$ cat config.mk
export PLATFORM = sky130hd
export DESIGN_NAME = mult_recompose
export DESIGN_NICKNAME = d
export VERILOG_FILES = /design/src/rtl/mult_pkg.sv /design/src/rtl/mr_step_counter.sv /design/src/rtl/mult_recompose.sv
export SDC_FILE = /design/constraint.sdc
export NUM_CORES = 1
export LEC_CHECK = 0
export ABC_AREA = 1
export CAP_MARGIN = 30
export CELL_PAD_IN_SITES_DETAIL_PLACEMENT = 1
export CELL_PAD_IN_SITES_GLOBAL_PLACEMENT = 1
export CORE_MARGIN = 2
export CORE_UTILIZATION = 38
export CTS_CLUSTER_SIZE = 12
export DETAILED_ROUTE_END_ITERATION = 10
export PLACE_DENSITY_LB_ADDON = 0.1
export SYNTH_ARGS = -nofsm -noshare
export SYNTH_HDL_FRONTEND = slang
export SYNTH_SLANG_ARGS = --single-unit
$ cat constraint.sdc
create_clock -name clk -period 2.1 [get_ports clk]
set_input_delay 0.315 -clock clk [delete_from_list [all_inputs] [get_ports clk]]
set_output_delay 0.315 -clock clk [all_outputs]
set_load 0.05 [all_outputs]
$ cat src/rtl/mult_pkg.sv
// Shared definitions for the multiply-recompose datapath and its step counter.
package mult_pkg;

  localparam int N_DEF = 3;

  typedef enum logic [1:0] {
    ST_IDLE = 2'd0,
    ST_RUN  = 2'd1,
    ST_DONE = 2'd2
  } state_e;

  // Counter width for N steps; a 1-step counter still needs one bit.
  function automatic int cnt_w(input int n);
    return (n > 1) ? $clog2(n) : 1;
  endfunction

endpackage

$ cat src/rtl/mr_step_counter.sv
// Step counter with synchronous clear, enable and terminal-count flag at N-1.
module mr_step_counter
  import mult_pkg::*;
#(
  parameter int N = N_DEF
) (
  input  logic clk,
  input  logic rst,
  input  logic clr_i,
  input  logic en_i,
  output logic tc_o
);

  localparam int CW = cnt_w(N);

  logic [CW-1:0] cnt_q, cnt_d;

  always_comb begin
    cnt_d = cnt_q;
    if (clr_i) begin
      cnt_d = '0;
    end else if (en_i) begin
      cnt_d = cnt_q + CW'(1);
    end
  end

  always_ff @(posedge clk) begin
    if (rst) begin
      cnt_q <= '0;
    end else begin
      cnt_q <= cnt_d;
    end
  end

  assign tc_o = (cnt_q == CW'(N - 1));

endmodule

$ cat src/rtl/mult_recompose.sv
// Sequential shift-add multiply-accumulate, P = portA*portB + portR, init/done handshake.
module mult_recompose
  import mult_pkg::*;
#(
  parameter int N = N_DEF
) (
  input  logic           clk,
  input  logic           rst,
  input  logic           init,
  input  logic [N-1:0]   portA,
  input  logic [N-1:0]   portB,
  input  logic [N-1:0]   portR,
  output logic [2*N-1:0] P,
  output logic           busy,
  output logic           done
);

  state_e           state_q, state_d;
  logic [N-1:0]     a_sh_q, a_sh_d;
  logic [2*N-1:0]   b_sh_q, b_sh_d;
  logic [2*N-1:0]   acc_q, acc_d;
  logic [2*N-1:0]   p_q, p_d;
  logic             done_q, done_d;
  logic             cnt_clr, cnt_en, cnt_tc;

  mr_step_counter #(.N(N)) u_cnt (
    .clk   (clk),
    .rst   (rst),
    .clr_i (cnt_clr),
    .en_i  (cnt_en),
    .tc_o  (cnt_tc)
  );

  always_comb begin
    state_d = state_q;
    a_sh_d  = a_sh_q;
    b_sh_d  = b_sh_q;
    acc_d   = acc_q;
    p_d     = p_q;
    done_d  = 1'b0;
    cnt_clr = 1'b0;
    cnt_en  = 1'b0;
    case (state_q)
      ST_IDLE: begin
        if (init) begin
          a_sh_d  = portA;
          b_sh_d  = {{N{1'b0}}, portB};
          acc_d   = {{N{1'b0}}, portR};
          cnt_clr = 1'b1;
          state_d = ST_RUN;
        end
      end
      ST_RUN: begin
        // Result is bounded below 2^2N, so the 2N-bit add never carries out.
        if (a_sh_q[0]) begin
          acc_d = acc_q + b_sh_q;
        end
        a_sh_d = a_sh_q >> 1;
        b_sh_d = b_sh_q << 1;
        cnt_en = 1'b1;
        if (cnt_tc) begin
          state_d = ST_DONE;
        end
      end
      ST_DONE: begin
        p_d     = acc_q;
        done_d  = 1'b1;
        state_d = ST_IDLE;
      end
      default: begin
        state_d = ST_IDLE;
      end
    endcase
  end

  always_ff @(posedge clk) begin
    if (rst) begin
      state_q <= ST_IDLE;
      a_sh_q  <= '0;
      b_sh_q  <= '0;
      acc_q   <= '0;
      p_q     <= '0;
      done_q  <= 1'b0;
    end else begin
      state_q <= state_d;
      a_sh_q  <= a_sh_d;
      b_sh_q  <= b_sh_d;
      acc_q   <= acc_d;
      p_q     <= p_d;
      done_q  <= done_d;
    end
  end

  assign P    = p_q;
  assign done = done_q;
  assign busy = (state_q != ST_IDLE);

endmodule

==> impl_metrics.toml, run 1 <==
[outcome]
status = "finished, final reports clean"

[floorplanning]
die_y_um = 61.81
start_util_pct = 40.60
rows = 20
design.die.area_um2 = 3820
core_um2 = 3128
die_w_um = 61.81
io_pins = 20

[clock_tree]
clkLatencyLatePin_ns = 0.33
post_cts_resized = 0
tritoncts = "built"
postCtsHoldBufs = 0
cts_root_buffer = "clkbuf_4"
cts_buffers = 3
post_cts_buffers = 0
htreeDepth = 1
cts.sinks = 26
clockBufferDepth = 2
clkTransAtPathRegs_ns = 0.14

[hold_path]
hold_start = "a_sh_q[1]$_SDFFE_PP0P_"
hold_path_class = "flop to flop"

[sta]
slew_violations = 0
rsz0062_at_grt = "no"
finClkSkew_ns = 0.007672
max_freq_mhz = 495.2
hold_viol = 0
min_period_over_period_pct = 96.16
setup_viol = 0
tightest_slew_ns = 0.5039
period_needed_ns = 2.019
setup-tns-final_ns = 0
slew_headroom_pct = 66.30

[layout]
n_antenna_cell = 0
final_nets = 202
drive_above_1_share_pct = 12.64
fin_util_pct = 49.64
stdcell_count = 226
area_growth_pct = 22.27

[pwr]
leakage_uw = 0.0006764
total_power_uw = 1073
p_int_uw = 780.8
power_frac_seq_pct = 49.6
max-vdd-ir-drop_mv = 0.3481
p_sw_share_pct = 27.21
p_clk_share_pct = 33.0
p_comb_share_pct = 17.4
p_per_area_nw_per_um2 = 690.8
power_switching_uw = 291.8

[logic_synthesis]
syn_nets = 180
syn_area_um2 = 1270
synth_cell_types = 28
ys_ff_latch = 26
synth-warning-count = 0
syn_area_per_cell_um2 = 7.888
synth_cells = 161
yosysSeqAreaShare_pct = 40.99

[grt]
grt_pass1_vias = 1167
overflow = 0
antenna_found_initial = 0
grt_pass1_wl_mm = 5.478
grt_max_degree = 17
grtUsageTotal_pct = 20.03

[setup_path]
critPathLaunchType = "flop"
end_kind = "output port"
rr_startpoint = "b_sh_q[0]$_SDFFE_PP0P_"
crit_required_ns = 1.78
cp_max_fo = 3
worstPathArrival_ns = 1.70
critPathKind = "flop to output port"
crit_start = "state_q[0]$_SDFFE_PP0P_"

[placement]
dpl.hpwl_mm = 2.408
placedCellCount = 222
gp_congestion = 0.7309
numPortBuffers = 19

[flow_run]
maxCapViolCount = 0

[detailed_routing]
wl_mm = 3.273
vias = 1125
antenna_left = 0
drtIter0Drc = 23
drc = 0
via_per_inst = 4.978
firstDrtPassIters = 2
wl_per_cell_um = 14.48
metrics by stage:
step | instance area (µm²) | setup slack (ns) | hold WS (ns)
after floorplan | 1270 | 0.6250 | 0.4360
after global placement | 1500 | 0.4936 | 0.4529
after detailed placement | 1500 | 0.4531 | 0.4613
after CTS | 1553 | 0.05649 | 0.4808
after global routing | 1553 | 0.007154 | 0.5012
final | 1553 | 0.08054 | 0.4751
critical path, stage by stage (launching register included):
cell             delay [ns]
dfxtp_1                0.44
inv_2                  0.08
nand2_1                0.06
clkdlybuf4s50_1        0.80
synthesized netlist by cell type (all sizes together):
cell	count	area share (%)
ha	6	5.9
o21ai	19	8.1
fa	1	1.6
inv	20	6.3
a21oi	15	6.8
a22oi	2	1.2
buf	2	1.8
dfxtp	26	41
nor3	1	0.39
clkbuf	2	0.59
nor2	18	6.8
xnor2	2	1.4
a31oi	2	0.99
nand3b	2	1.2
nand2	33	11
xor2	1	0.69
nand3	8	4.1
or2	1	0.49
cell families after synthesis:
group / after synthesis / share of synthesized area, %
xor+xnor: 3 / 2.069
simple gates: 63 / 23.74
flops: 26 / 40.99
buf+inv: 24 / 8.670
fa+ha+maj: 7 / 7.488
compound gates: 38 / 17.04
power groups by stage:
stage | registers (µW) | clock network, µW | logic (µW)
after floorplan | 539 | 0 | 135
after global placement | 541 | 0 | 179
after detailed placement | 543 | 0 | 185
after CTS | 533 | 365 | 190
after global routing | 535 | 384 | 209
final | 532 | 354 | 186
flip-flops by register name, indices dropped and copies added, names as in the netlist:
register and flops:
state_q 2, acc_q 6, b_sh_q 6, a_sh_q 3, u_cnt.cnt_q 2, done 1, P 6
path summary, 6_finish.rpt:
path | cells past startpoint | endpoint | slack, ns
min | 2 | a_sh_q[1]$_SDFFE_PP0P_ | 0.48
max | 3 | busy | 0.08
max reg2reg | 8 | acc_q[4]$_SDFFE_PP0P_ | 0.45
min reg2reg | 2 | a_sh_q[1]$_SDFFE_PP0P_ | 0.48
area by class of cell:
cell class / count / area [µm²]
tap: 44 / 55.05
clock buffer: 3 / 22.52
fill: 393 / 1575
timing repair buffer: 21 / 205.2
inverter: 20 / 80.08
sequential: 26 / 520.5
clock inverter: 1 / 30.03
multi-input combinational: 111 / 639.4
cell usage in the layout (no fill, tap or decap), drive strengths merged:
master and instances:
or2 1, clkbuf 3, nand3b 2, fa 1
a31oi 2, a21oi 15, inv 20, bufinv 1
xnor2 2, o21ai 19, clkdlybuf4s50 19, nand2 33
buf 2, nor3 1, a22oi 2, xor2 1
ha 6, nor2 18, dfxtp 26, nand3 8
layer usage:
layer  global-route usage, %  vias to the layer above  wire length, µm
met4                   6.383                        0               25
met1                   23.98                      535             1531
met2                   36.99                       17             1648
li1                        -                      569                -
met3                   2.484                        4               67
met5                       0                        -                0
(Power assumes the default switching activity.)
==> run 2, diff against run 1 <==
--- a/config.mk
+++ b/config.mk
@@ -14,6 +14,7 @@
 export CTS_CLUSTER_SIZE = 12
 export DETAILED_ROUTE_END_ITERATION = 10
 export PLACE_DENSITY_LB_ADDON = 0.1
+export SKIP_LAST_GASP = 1
 export SYNTH_ARGS = -nofsm -noshare
 export SYNTH_HDL_FRONTEND = slang
 export SYNTH_SLANG_ARGS = --single-unit
==> results of run 2 <==
Final layout, timing and power as in run 1 (identical DEF).
==> run 3, diff against run 2 <==
--- a/config.mk
+++ b/config.mk
@@ -14,7 +14,7 @@
 export CTS_CLUSTER_SIZE = 12
 export DETAILED_ROUTE_END_ITERATION = 10
 export PLACE_DENSITY_LB_ADDON = 0.1
-export SKIP_LAST_GASP = 1
+export REMOVE_ABC_BUFFERS = 1
 export SYNTH_ARGS = -nofsm -noshare
 export SYNTH_HDL_FRONTEND = slang
 export SYNTH_SLANG_ARGS = --single-unit
==> run 3 against run 2 <==
Combinational power is essentially flat. Clock skew shrank 0.0060 ns. Design area grew 0.16%. Count of clock-buffer cells in the layout is the same. Clock power is essentially flat. Critical path depth shrank 2. Register-to-register slack gained 0.02 ns. Core utilization grew 0.080 points. Sequential power is essentially flat. Flip-flop and latch count is the same. Fmax grew 11%.
==> impl_metrics.toml, run 3 (same netlist as run 1, synthesis figures left out) <==
[outcome]
status = "finished, final reports clean"

[floorplanning]
die_w_um = 61.81
design.die.area_um2 = 3820
die_y_um = 61.81
rows = 20
io_pins = 20
core_um2 = 3128
start_util_pct = 40.60

[clock_tree]
htreeDepth = 1
clkTransAtPathRegs_ns = 0.15
cts.sinks = 26
cts_root_buffer = "clkbuf_4"
clockBufferDepth = 2
cts_buffers = 3
tritoncts = "built"
clkLatencyLatePin_ns = 0.33

[sta]
min_period_over_period_pct = 86.67
setup_slack_ns = 0.2800
hold_viol = 0
setup_viol = 0
period_needed_ns = 1.820
tightest_slew_ns = 0.5013
max_freq_mhz = 549.4
setup-tns-final_ns = 0
slew_violations = 0
finClkSkew_ns = 0.001670
rsz0062_at_grt = "no"
hold_ws_ns = 0.4780
slew_headroom_pct = 66.52

[setup_path]
critical-path-top-delay-family = "buffers and inverters"
crit_required_ns = 1.78
rrSetupSlack_ns = 0.47
rr_startpoint = "b_sh_q[0]$_SDFFE_PP0P_"
reg2reg_depth = 8
cp_max_fo = 2
path_depth = 1
crit_buf_inv = 1
critPathKind = "flop to output port"
crit_start = "P[0]$_SDFFE_PP0P_"
crit_slowest_cell = "clkdlybuf4s50_1"
rr_endpoint = "acc_q[4]$_SDFFE_PP0P_"
crit_chain = "clkdlybuf4s50_1"
end_kind = "output port"
critPathLaunchType = "flop"
critPathCapture = "P[0]"
slowest_delay_ns = 0.81
worstPathArrival_ns = 1.51

[grt]
grt_pass1_wl_mm = 5.126
antenna_found_initial = 0
grtUsageTotal_pct = 18.80
grt_pass1_vias = 1121
overflow = 0
grt_max_degree = 17

[detailed_routing]
via_per_inst = 4.929
firstDrtPassIters = 4
drtIter0Drc = 24
wl_mm = 3.111
antenna_left = 0
vias = 1114
drc = 0
wl_per_cell_um = 13.77

[layout]
drive_above_1_share_pct = 12.64
final_common_cell = "nand2_1"
n_antenna_cell = 0
final_cell_mix = "nand2_1, dfxtp_1, clkdlybuf4s50_1"
stdcell_count = 226
fill_cells = 389
fin_util_pct = 49.72
final_nets = 202
area_growth_pct = 22.46

[placement]
numPortBuffers = 19
gp_congestion = 0.8208
placedCellCount = 222
dpl.hpwl_mm = 2.357
pre_cts_ws_ns = 0.4289

[pwr]
p_per_area_nw_per_um2 = 688.6
leakage_uw = 0.0006900
max-vdd-ir-drop_mv = 0.2744

[hold_path]
hold_path_class = "flop to flop"
hold_start = "a_sh_q[1]$_SDFFE_PP0P_"

[flow_run]
maxCapViolCount = 0
-- run 3: cell types whose count changed in the layout (fill, tap and decap cells not counted), sizes merged --
cell	previous run	this run
dlymetal6s2s	0	1
clkdlybuf4s50	19	18
-- run 3: timing repair --
action / 4_1_cts / 5_1_grt
setup endpoints to repair: 0 / 1
setup buffers: 0 / 0
resized for setup: 0 / 1
hold buffers: 0 / 0
-- run 3: routing by layer --
| layer | part of all wire, % | vias up | global-route usage (%) |
|---|---|---|---|
| li1 | - | 565 | - |
| met1 | 47 | 529 | 23.63 |
| met2 | 49 | 16 | 32.63 |
| met3 | 2.5 | 4 | 2.484 |
| met4 | 1.6 | 0 | 7.295 |
| met5 | 0 | - | 0 |
-- run 3: how the worst min path moves through the flow --
stage	endpoint	slack (ns)	depth (start not counted)
after CTS	a_sh_q[2]$_SDFFE_PP0P_	0.48	2
after floorplan	a_sh_q[2]$_SDFFE_PP0P_	0.38	1
after global placement	a_sh_q[1]$_SDFFE_PP0P_	0.45	2
final	a_sh_q[1]$_SDFFE_PP0P_	0.48	2
after global routing	a_sh_q[2]$_SDFFE_PP0P_	0.50	2
after detailed placement	a_sh_q[2]$_SDFFE_PP0P_	0.46	2
-- run 3: metrics by stage --
step                      instance area, µm²  total power, µW
after floorplan                         1240            662.5
after global routing                    1555             1125
after detailed placement                1500            729.1
after CTS                               1553             1080
final                                   1555             1071
after global placement                  1500            721.3
-- run 3: layout make-up --
cell class | count | area (µm²) | share of cell area (%)
Clock buffer | 3 | 22.52 | 1.448
Tap cell | 44 | 55.05 | 3.540
Sequential cell | 26 | 520.5 | 33.47
Multi-Input combinational cell | 111 | 639.4 | 41.11
Clock inverter | 1 | 30.03 | 1.931
Timing Repair Buffer | 21 | 207.7 | 13.35
Inverter | 20 | 80.08 | 5.149
-- run 3: power breakdown --
part	switching (µW)	leakage [µW]	total (µW)	internal, µW
Combinational	114	0.000450	186	71.7
Sequential	15.3	0.000212	531	516
Clock	161	0.0000279	354	193
Total	290	0.000690	1070	781
